[src/rtl/sample_fifo_pkg.sv]
//------------------------------------------------------------------------------
// sample_fifo_pkg
//   Shared audio definitions used by the sample FIFO, DSP and DAC blocks:
//   default sample width, channel count and the frame-width helper.
//   No ports (package).
//   Revision: 1.0 - initial release
//------------------------------------------------------------------------------
`default_nettype none

package sample_fifo_pkg;

  // Default audio format: 16-bit stereo.
  localparam int AUDIO_SAMPLE_WIDTH = 16;
  localparam int AUDIO_CHANNELS     = 2;

  // A frame packs one sample per channel, channel 0 in the LSBs.
  function automatic int frame_width(input int sample_width, input int channels);
    return sample_width * channels;
  endfunction

  localparam int AUDIO_FRAME_WIDTH = frame_width(AUDIO_SAMPLE_WIDTH, AUDIO_CHANNELS);

  typedef logic [AUDIO_FRAME_WIDTH-1:0] audio_frame_t;

endpackage : sample_fifo_pkg

`default_nettype wire

[src/rtl/sample_fifo_ram.sv]
//------------------------------------------------------------------------------
// sample_fifo_ram
//   Frame storage for sample_fifo: DEPTH x WIDTH array with one synchronous
//   write port and one synchronous (registered) read port. No reset on the
//   array or on the read register.
//   Ports:
//     clock      - rising-edge clock
//     wr_en_i    - write strobe
//     wr_addr_i  - write address
//     wr_data_i  - write data
//     rd_en_i    - read strobe; rd_data_o updates only when set
//     rd_addr_i  - read address
//     rd_data_o  - registered read data, holds between reads
//   Revision: 1.0 - initial release
//------------------------------------------------------------------------------
`default_nettype none

module sample_fifo_ram
  import sample_fifo_pkg::*;
#(
  parameter int WIDTH = AUDIO_FRAME_WIDTH,
  parameter int DEPTH = 16,
  localparam int AW   = $clog2(DEPTH)
) (
  input  logic             clock,
  input  logic             wr_en_i,
  input  logic [AW-1:0]    wr_addr_i,
  input  logic [WIDTH-1:0] wr_data_i,
  input  logic             rd_en_i,
  input  logic [AW-1:0]    rd_addr_i,
  output logic [WIDTH-1:0] rd_data_o
);

  logic [WIDTH-1:0] mem_q [DEPTH];
  logic [WIDTH-1:0] rd_data_q;

  // Read-before-write: when both ports hit the same address in one cycle
  // (full FIFO with simultaneous enqueue and dequeue) the read returns the
  // old frame, which is the one being dequeued.
  always_ff @(posedge clock) begin
    if (wr_en_i) begin
      mem_q[wr_addr_i] <= wr_data_i;
    end
    if (rd_en_i) begin
      rd_data_q <= mem_q[rd_addr_i];
    end
  end

  assign rd_data_o = rd_data_q;

endmodule : sample_fifo_ram

`default_nettype wire

[src/rtl/sample_fifo.sv]
//------------------------------------------------------------------------------
// sample_fifo
//   First-in-first-out buffer of multi-channel audio frames with registered
//   read data, occupancy level, status flags and sticky error flags.
//   Ports:
//     clock        - sole clock, rising edge
//     reset        - asynchronous, active-high
//     enqueue      - write request; input_frame is stored when accepted
//     input_frame  - frame to write, channel 0 in LSBs
//     dequeue      - read request
//     output_frame - registered read data, holds when no read is accepted
//     output_valid - one-cycle pulse when output_frame was newly loaded
//     level        - number of frames held, 0..DEPTH
//     full/empty/almost_full - status decoded from level
//     overflow     - sticky: enqueue rejected while full
//     underflow    - sticky: dequeue rejected while empty
//     clear_flags  - clears overflow/underflow (a new error the same cycle wins)
//   Revision: 1.0 - initial release
//------------------------------------------------------------------------------
`default_nettype none

module sample_fifo
  import sample_fifo_pkg::*;
#(
  parameter int SAMPLE_WIDTH      = AUDIO_SAMPLE_WIDTH,
  parameter int CHANNELS          = AUDIO_CHANNELS,
  parameter int DEPTH             = 16,
  parameter int ALMOST_FULL_LEVEL = DEPTH - 4
) (
  input  logic                             clock,
  input  logic                             reset,
  input  logic                             enqueue,
  input  logic [CHANNELS*SAMPLE_WIDTH-1:0] input_frame,
  input  logic                             dequeue,
  output logic [CHANNELS*SAMPLE_WIDTH-1:0] output_frame,
  output logic                             output_valid,
  output logic [$clog2(DEPTH):0]           level,
  output logic                             full,
  output logic                             empty,
  output logic                             almost_full,
  output logic                             overflow,
  output logic                             underflow,
  input  logic                             clear_flags
);

  localparam int FW = frame_width(SAMPLE_WIDTH, CHANNELS);
  localparam int AW = $clog2(DEPTH);
  localparam int LW = AW + 1;

  localparam logic [LW-1:0] LEVEL_FULL = LW'(DEPTH);
  localparam logic [LW-1:0] LEVEL_AF   = LW'(ALMOST_FULL_LEVEL);

  // ---------------------------------------------------------------------------
  // State
  // ---------------------------------------------------------------------------
  logic [AW-1:0] wr_ptr_q, wr_ptr_d;
  logic [AW-1:0] rd_ptr_q, rd_ptr_d;
  logic [LW-1:0] level_q, level_d;
  logic          valid_q, valid_d;
  logic          loaded_q, loaded_d;
  logic          overflow_q, overflow_d;
  logic          underflow_q, underflow_d;

  logic          enq_acc;
  logic          deq_acc;
  logic [FW-1:0] ram_rd_data;

  // ---------------------------------------------------------------------------
  // Status decode (combinational from registered level)
  // ---------------------------------------------------------------------------
  assign full        = (level_q == LEVEL_FULL);
  assign empty       = (level_q == '0);
  assign almost_full = (level_q >= LEVEL_AF);

  // Dequeue has priority in deciding acceptance: a full FIFO can still take
  // a new frame if a slot is freed in the same cycle. An empty FIFO never
  // bypasses a write straight to the read side.
  assign deq_acc = dequeue && !empty;
  assign enq_acc = enqueue && (!full || deq_acc);

  // ---------------------------------------------------------------------------
  // Next-state logic
  // ---------------------------------------------------------------------------
  always_comb begin
    wr_ptr_d    = wr_ptr_q;
    rd_ptr_d    = rd_ptr_q;
    level_d     = level_q;
    valid_d     = deq_acc;
    loaded_d    = loaded_q || deq_acc;

    // DEPTH is a power of two, so the pointers wrap DEPTH-1 -> 0 naturally.
    if (enq_acc) begin
      wr_ptr_d = wr_ptr_q + AW'(1);
    end
    if (deq_acc) begin
      rd_ptr_d = rd_ptr_q + AW'(1);
    end

    unique case ({enq_acc, deq_acc})
      2'b10:   level_d = level_q + LW'(1);
      2'b01:   level_d = level_q - LW'(1);
      default: level_d = level_q;
    endcase

    // Sticky flags: clear_flags drops the old value, but an error raised in
    // the same cycle keeps the flag set.
    overflow_d  = (overflow_q  && !clear_flags) || (enqueue && !enq_acc);
    underflow_d = (underflow_q && !clear_flags) || (dequeue && !deq_acc);
  end

  // ---------------------------------------------------------------------------
  // Registers
  // ---------------------------------------------------------------------------
  always_ff @(posedge clock or posedge reset) begin
    if (reset) begin
      wr_ptr_q    <= '0;
      rd_ptr_q    <= '0;
      level_q     <= '0;
      valid_q     <= 1'b0;
      loaded_q    <= 1'b0;
      overflow_q  <= 1'b0;
      underflow_q <= 1'b0;
    end else begin
      wr_ptr_q    <= wr_ptr_d;
      rd_ptr_q    <= rd_ptr_d;
      level_q     <= level_d;
      valid_q     <= valid_d;
      loaded_q    <= loaded_d;
      overflow_q  <= overflow_d;
      underflow_q <= underflow_d;
    end
  end

  // ---------------------------------------------------------------------------
  // Storage
  // ---------------------------------------------------------------------------
  sample_fifo_ram #(
    .WIDTH (FW),
    .DEPTH (DEPTH)
  ) u_ram (
    .clock     (clock),
    .wr_en_i   (enq_acc),
    .wr_addr_i (wr_ptr_q),
    .wr_data_i (input_frame),
    .rd_en_i   (deq_acc),
    .rd_addr_i (rd_ptr_q),
    .rd_data_o (ram_rd_data)
  );

  // The RAM read register carries no reset, so output_frame is gated by
  // loaded_q: it reads as zero from reset until the first accepted dequeue,
  // and reset forces it back to zero immediately.
  assign output_frame = loaded_q ? ram_rd_data : '0;
  assign output_valid = valid_q;
  assign level        = level_q;
  assign overflow     = overflow_q;
  assign underflow    = underflow_q;

endmodule : sample_fifo

`default_nettype wire

[config.mk]
export PLATFORM = sky130hd
export DESIGN_NAME = sample_fifo
export DESIGN_NICKNAME = d
export VERILOG_FILES = /design/src/rtl/sample_fifo_pkg.sv /design/src/rtl/sample_fifo_ram.sv /design/src/rtl/sample_fifo.sv
export SDC_FILE = /design/constraint.sdc
export NUM_CORES = 1
export LEC_CHECK = 0
export ABC_AREA = 1
export ABC_CLOCK_PERIOD_IN_PS = 4600
export CORE_MARGIN = 2
export CORE_UTILIZATION = 66
export DETAILED_ROUTE_END_ITERATION = 7
export PLACE_DENSITY_LB_ADDON = 0.2
export SLEW_MARGIN = 20
export SYNTH_ARGS = -nofsm -noshare
export SYNTH_HDL_FRONTEND = slang
export SYNTH_SLANG_ARGS = --single-unit
[constraint.sdc]
create_clock -name clock -period 4.6 [get_ports clock]
set_input_delay 0.92 -clock clock [delete_from_list [all_inputs] [get_ports clock]]
set_output_delay 0.92 -clock clock [all_outputs]
set_load 0.005 [all_outputs]
# Yosys cells after proc, flatten, opt, wreduce, memory -nomap -nowiden
# Memory sizes are Yosys's and may differ from the RTL's. A register that Yosys moved wholly into a read port is not among the register bits.
# Cells that the tools add are included.
[op_classes] n_lt_le_gt_ge=1 add_sub_neg=4 n_reduce_logical=17 n_mux=4 eq_ne=3
[op_table] op="$mux W32" count=1
[op_table] op="$pmux W5 S2" count=1
[op_table] op="$add A4 B1 Y4 const B" count=2
[op_table] op="$logic_and A1 B1 Y1" count=6
[op_table] op="$add A5 B1 Y5 const B" count=1
[op_table] op="$eq A5 B5 Y1 const B" count=1
[op_table] op="$ge A5 B4 Y1 const B" count=1
[op_table] op="$logic_not A1 Y1" count=5
[op_table] op="$logic_not A5 Y1" count=1
[op_table] op="$sub A5 B1 Y5 const B" count=1
[op_table] op="$logic_or A1 B1 Y1" count=4
[op_table] op="$eq A2 B1 Y1 const B" count=1
[op_table] op="$eq A2 B2 Y1 const B" count=1
[op_table] op="$mux W1" count=2
[op_table] op="$reduce_bool A2 Y1" count=1
[totals] n_memories=1 regBits=17 out_inout_bits=43 word_cells=37 ram_bits=512 in_bits=37
[memory_table] name="u_ram.mem_q" words=16 word_bits=32 read_ports=1 rd_ports_with_merged_regs=1 wr=1 line="sample_fifo_ram.sv:34" rtl="logic [WIDTH-1:0] mem_q [DEPTH];"

# Depth between registers and ports, before layout
# Gate-level depths: netlist of the first run.
[logic_depth] word_depth=8 depth_mapped=14 mapped_depth_nobuf=14

# Cells and area by module
# Synthesis of the first run repeated with hierarchy kept, for this count alone.
[unflattened] hier_cells=2301 hier_area_um2=24278.3
[by_module_without_submodules] mod="sample_fifo_ram" area_per_inst_um2=23050.9 seq_area_each_um2=16335.7 instances=1 cells_per_inst=2120
[by_module_without_submodules] mod="sample_fifo" area_per_inst_um2=1227.4 seq_area_each_um2=425.4 instances=1 cells_per_inst=181

# Worst setup path after synthesis of the first run
# Ideal clock, no wire load.
[synth_timing] kind="input-to-reg" from="input dequeue" to="memory u_ram.mem_q[0][0] in the netlist's numbering, enable pin" cell_stages=6 path_buffers=0 arrival_ns=2.734 setup_slack_ns=1.445 setup_time_ns=0.421 required_ns=4.179 cell_sequence="inv_1 -> nand2_1 -> nand2_1 -> inv_1 -> nand2_1 -> nor2_1"
[synth_via] elab_chain_cells=5
[synth_lines] item="from (decl)" line="sample_fifo.sv:34" rtl="input logic dequeue,"
[synth_lines] item="$logic_and A1 B1 Y1" line="sample_fifo.sv:78" rtl="assign deq_acc = dequeue && !empty;"
[synth_lines] item="$logic_or A1 B1 Y1" line="sample_fifo.sv:79" rtl="assign enq_acc = enqueue && (!full || deq_acc);"
[synth_lines] item="$logic_and A1 B1 Y1" line="sample_fifo.sv:79"
[synth_lines] item="$mux W1" line="sample_fifo_ram.sv:41" rtl="if (wr_en_i) begin"
[synth_lines] item="$mux W1 (implied by the code)" line="sample_fifo_ram.sv:42" rtl="mem_q[wr_addr_i] <= wr_data_i;"
[synth_lines] item="to (decl)" line="sample_fifo_ram.sv:34"
# Every way passes these cells.

# Worst setup path after layout of the first run
[layout_timing] from="register loaded_q" to="output output_frame[25]"
[layout_via] elab_chain_cells=1
[layout_lines] item="from (decl)" line="sample_fifo.sv:60" rtl="logic loaded_q, loaded_d;"
[layout_lines] item="from (signal assigned)" line="sample_fifo.sv:128" rtl="loaded_q <= loaded_d;"
[layout_lines] item="$mux W32" line="sample_fifo.sv:153" rtl="assign output_frame = loaded_q ? ram_rd_data : '0;"
[layout_lines] item="to (decl)" line="sample_fifo.sv:35" rtl="output logic [CHANNELS*SAMPLE_WIDTH-1:0] output_frame,"
# Every way passes these cells.

==> impl_metrics.csv, run 1 <==
group,metric,value,unit
run_status,status,"finished clean",
route,drt_iter0_drc,1816,
timing,min_period,3230,ps
route,final_antenna_net_count,0,
route,wl_per_cell,22.6,um
die,die_h,191,um
timing,holdWs,547,ps
synthesis,synth_common_cells,"544 x edfxtp_1, 312 x inv_1, 216 x nand2_1, 201 x nand3_1, 129 x a21oi_1",
synthesis,synth.most_common_cell,"edfxtp_1",
setup_path,crit_type,"flop to primary output",
route,dr_total_vias,14594,
pwr,leakagePower,9.75,nW
synthesis,synth_mux_area_share,0,%
layout,drive_gt1_share,7.11,%
die,io_pins,80,
cts,h-tree-depth,2,
timing,max_freq,309,MHz
setup_path,startpoint_type,"flop",
die,core,34500,um^2
synthesis,ys.flop_type,"edfxtp_1",
setup_path,path_cells,"buf_4 > nand2_1 > inv_1 > clkdlybuf4s50_1",
pwr,peakVddDrop,0.505,mV
die,die-area,36500,um^2
layout,diodes,0,
timing,post-route-period-util,70.3,%
layout,fin_nets,1941,
synthesis,ys.warnings.count,0,
synthesis,synthesis.area,23100,um^2
timing,maxSlewViolCount,0,
synthesis,synth_adder_area_share,0.520,%
synthesis,synth_seq_area_share,72.6,%
route,drc_errors,0,
synthesis,synth_top_area_share,70.7,%
synthesis,synthTopCellsByArea,"edfxtp_1 71%, inv_1 5.1%, nand3_1 4.4%",
cts,clock_sinks,561,
global_route,grt_max_degree,94,
global_route,grt_pass1_vias,14191,
timing,final-setup-viol-count,0,
synthesis,netlist_instances,1837,
flow_run,maxCapViolations,0,
setup_path,worstPathRequired,3680,ps
synthesis,synth-compound-area-share,9.95,%
route,drt-vias-per-instance,6.09,
cts,post-cts-setup-buffers,0,
synthesis,synth_seq_cells,561,
setup_path,cpPeakStageDelay,600,ps
die,die_w,191,um
cts,cts_buffers,54,
timing,worst_slew_pin_slew,1110,ps
setup_path,cp-end-kind,"primary output",
setup_path,cp.arrival,2310,ps
route,first_pass_iters,5,
cts,cts_tree,"yes",
pwr,power.density,629,nW/um^2
cts,clkTransAtPathRegs,60,ps
timing,rsz0062_at_grt,"false",
synthesis,async_flop_share,3.03,%
cts,ctsHoldBuffers,0,
timing,tns,0,ps
synthesis,synth_xor_area_share,0.303,%
synthesis,synth_edf_count,544,
placement,io_buffers,79,
synthesis,syn-mean-instance-area,12.6,um^2
synthesis,synth_nets,1883,
cts,clock_latency,580,ps
synthesis,synthSimpleGateAreaFrac,8.28,%
cts,cts_resized,0,
placement,hpwlAfterDp,31400,um
cts,cts_buffer_depth,3,
setup_path,cp_max_fo,21,
worst_hold_path,hp-class,"flop to flop",
layout,area_growth,12.3,%
route,drt_wl_total,54100,um
global_route,grtUsageTotal,30.4,%
cts,root_buffer,"clkbuf_16",
die,num_rows,68,
synthesis,synth_cell_type_count,27,
global_route,antenna_found_initial,1,
synthesis,synth_top_area_cell,"edfxtp_1",
placement,place.gp.congestion,0.850,
timing,skew,21.8,ps
timing,hold_viol_final,0,
die,initial_core_util,67.0,%
global_route,grt_pass1_wl,82300,um
synthesis,synth_top_family_by_area,"compound AO/OA/AOI/OAI gates",
timing,relSlewSlack,25.8,%
global_route,grt-ovfl-total,0,
setup_path,crit_path_top_delay_cell,"dfrtp_1",
sequential cells by signal, summed over array words and instances, names as in the netlist:
name / flops
loaded_q: 1
output_valid: 1
wr_ptr_q: 4
u_ram.rd_data_o: 32
u_ram.mem_q: 512
level: 5
rd_ptr_q: 4
overflow: 1
underflow: 1
per-stage QoR:
stage	power (mW)	instances	setup slack, ps	utilization (%)	area [um^2]
CTS	16.3	2396	1300	75.3	25900
floorplan	10.2	1837	1440	-	23100
finish	16.3	2396	1370	75.3	25900
global route	17.1	2396	1200	75.3	25900
detailed placement	11.8	2294	907	70.0	24100
global placement	11.6	2294	1030	70.0	24100
cells in the final DEF, fill, tap and decap left out, types with 3 or more instances in the layout:
master,n
ha_1,8
dfrtp_1,13
o21ai_0,71
buf_4,30
nand3_1,201
clkbuf_16,57
clkdlybuf4s50_1,79
inv_2,3
o21ai_1,63
clkinv_1,21
a21oi_1,129
edfxtp_1,544
nor2_4,16
nor2_1,3
clkbuf_1,6
inv_1,309
clkinv_2,12
buf_12,4
xor2_1,7
nand2_1,216
bufinv_16,7
o211ai_1,128
worst paths after layout:
| path | slack (ps) | start | endpoint | depth (start not counted) |
|---|---|---|---|---|
| setup / recovery | 1370 | loaded_q | output_frame[25] | 4 |
| hold / removal | 550 | level[0] | level[0] | 1 |
| setup reg to reg | 1790 | level[0] | u_ram.mem_q[8][22] | 9 |
| hold reg to reg | 550 | level[0] | level[0] | 1 |
| max in group asynchronous | 3270 | reset | rd_ptr_q[1] | 2 |
| min in group asynchronous | 770 | reset | underflow | 2 |
critical path, delay by kind of cell, from the launching register on:
| kind | cells | cell delay, ps |
|---|---|---|
| DFF | 1 | 600 |
| and+or+nand+nor | 1 | 110 |
| buffers and inverters | 3 | 1020 |
layer usage:
| layer | part of all wire (%) | vias up | track usage, % | wire (um) |
|---|---|---|---|---|
| met5 | 0.024 | - | 0 | 13 |
| met4 | 2.4 | 2 | 8.61 | 1310 |
| met3 | 11 | 108 | 5.76 | 5690 |
| met2 | 47 | 809 | 47.8 | 25400 |
| met1 | 40 | 7109 | 44.2 | 21700 |
| li1 | - | 6566 | - | - |
final cells by class:
class | instances | area [um^2]
Sequential cell | 561 | 16800
Fill cell | 2066 | 8520
Multi-Input combinational cell | 851 | 4520
Clock buffer | 63 | 1450
Inverter | 314 | 1180
Timing Repair Buffer | 113 | 1100
Tap cell | 455 | 569
Clock inverter | 39 | 349
where the power goes:
part | total, mW | internal [mW] | switching (mW)
sequential | 6.85 | 6.37 | 0.475
clock | 4.47 | 2.63 | 1.84
combinational | 5.00 | 1.68 | 3.32
cells by family after synthesis:
group,Yosys count
xor+xnor,8
fa+ha+maj,9
simple gates,440
buf+inv,425
flops,561
compound gates,394
Note: power is estimated with default switching activity, not from simulation.
==> run 2, diff against run 1 <==
- ABC_CLOCK_PERIOD_IN_PS: 4600 -> 2800
- CORE_UTILIZATION: 66 -> 55
- clock period: 4.6 -> 2.8 ns (I/O delays scaled with it)
==> run 2 against run 1 <==
Hold slack got worse by 86 ps. Non-clock buffer count grew 31. Design area is 2.6% higher. Clock power grew 56%. First-iteration DRC count down 8.8%. Critical path type unchanged. Worst setup slack got worse by 1100 ps. Sequential cell count is the same. Cell count rose by 4.7%. Sequential share of layout area decreased by 1.7 points.
==> impl_metrics.csv, run 2 (synthesized netlist as in run 1, its figures left out) <==
group,metric,value,unit
run_status,status,"finished clean",
layout,finalInstanceArea,26600,um^2
cts,cts_resized,0,
layout,fin_nets,1973,
die,die_w,209,um
layout,diodes,0,
cts,clock_latency,580,ps
pwr,peakVddDrop,0.536,mV
pwr,leakagePower,9.98,nW
timing,relSlewSlack,41.7,%
layout,n_fill_cell,3077,
placement,io_buffers,79,
layout,largest_reg_flops,512,
pwr,power.density,1010,nW/um^2
route,wl_met2,24200,um
setup_path,cp.arrival,1940,ps
layout,mostFrequentLayoutCells,"544 x edfxtp_1, 310 x inv_1, 216 x nand2_1, 201 x nand3_1, 129 x a21oi_1",
setup_path,worstPathRequired,2240,ps
cts,clkTransAtPathRegs,60,ps
cts,h-tree-depth,2,
flow_run,maxCapViolations,0,
cts,root_buffer,"clkbuf_16",
setup_path,startpoint_type,"flop",
die,die_h,209,um
route,drc_errors,0,
setup_path,cp_max_fo,5,
placement,dpl-instance-area,24900,um^2
global_route,grt_max_degree,81,
route,maxUsedRoutingLayer,"met4",
cts,post-cts-setup-buffers,0,
timing,maxSlewViolCount,0,
timing,final-setup-viol-count,0,
layout,fin_util,63.9,%
pwr,total_power,26.8,mW
placement,place.gp.congestion,0.837,
timing,min_period,2500,ps
layout,final_common_cell,"edfxtp_1",
setup_path,crit_type,"flop to primary output",
cts,cts_buffers,55,
global_route,grt_pass1_wl,81300,um
route,wl_met3,4700,um
cts,cts_buffer_depth,3,
route,drt_wl_total,53000,um
global_route,grtUsageTotal,24.6,%
layout,instances_no_fill,2508,
route,wl_met1,23200,um
route,first_pass_iters,5,
cts,cts_tree,"yes",
die,initial_core_util,55.4,%
global_route,antenna_found_initial,1,
timing,max_freq,401,MHz
timing,worst_slew_pin_slew,873,ps
timing,rsz0062_at_grt,"false",
cts,ctsHoldBuffers,0,
die,num_rows,75,
die,io_pins,80,
timing,tns,0,ps
die,core,41700,um^2
setup_path,cp-end-kind,"primary output",
route,drt_iter0_drc,1657,
route,wl_per_cell,21.1,um
worst_hold_path,hp-class,"input pin to async pin",
cts,clock_sinks,561,
timing,skew,19.4,ps
timing,hold_viol_final,0,
route,final_antenna_net_count,0,
route,drt-vias-per-instance,5.66,
global_route,grt-ovfl-total,0,
layout,top_register,"u_ram.mem_q",
die,die-area,43600,um^2
layout,drive_gt1_share,8.48,%
placement,hpwlAfterDp,31800,um
timing,post-route-period-util,89.1,%
global_route,grt_pass1_vias,13864,
placement,place_inst,2409,
layout,area_growth,15.3,%
route,dr_total_vias,14199,
[run 2: metrics by stage]
step | hold WS [ps] | setup slack, ps
after floorplan | 486 | -29.5
after global placement | 533 | 147
after detailed placement | 542 | 115
after CTS | 485 | 281
after global routing | 548 | 209
final | 462 | 304
[run 2: metal layers]
metal,vias to the layer above,track usage [%]
li1,6609,-
met1,6967,36.7
met2,559,37.7
met3,64,4.81
met4,0,6.21
met5,-,0
[run 2: where the power goes]
group	internal, mW	leakage (nW)	switching [mW]
registers	10.5	5.14	0.467
clock network	3.99	0.836	2.99
logic	3.15	4.01	5.73
total	17.6	9.98	9.18
[run 2: path summary, 6_finish.rpt]
check                      slack, ps        start  cells after the start                  end
max                              300     level[0]                      4                empty
min                              460        reset                      2          wr_ptr_q[1]
max reg2reg                      530  rd_ptr_q[0]                      6  u_ram.rd_data_o[23]
min reg2reg                      550    underflow                      2            underflow
max in group asynchronous       1690        reset                      2          rd_ptr_q[0]
min in group clock               550    underflow                      2            underflow
[run 2: critical path, cell delays in order, from the launching register on]
cell and delay (ps):
dfrtp_1 430, nor2_1 180, nand3_1 160, inv_1 90, clkdlybuf4s50_1 500
[run 2: final cells by class]
class | instances | area [um^2] | area share, %
well taps | 539 | 674 | 2.53
flip-flops and latches | 561 | 16800 | 63.0
clock buffers | 76 | 1540 | 5.78
clock inverters | 23 | 156 | 0.588
repair buffers | 144 | 1780 | 6.68
inverters | 314 | 1180 | 4.43
multi-input cells | 851 | 4520 | 17.0
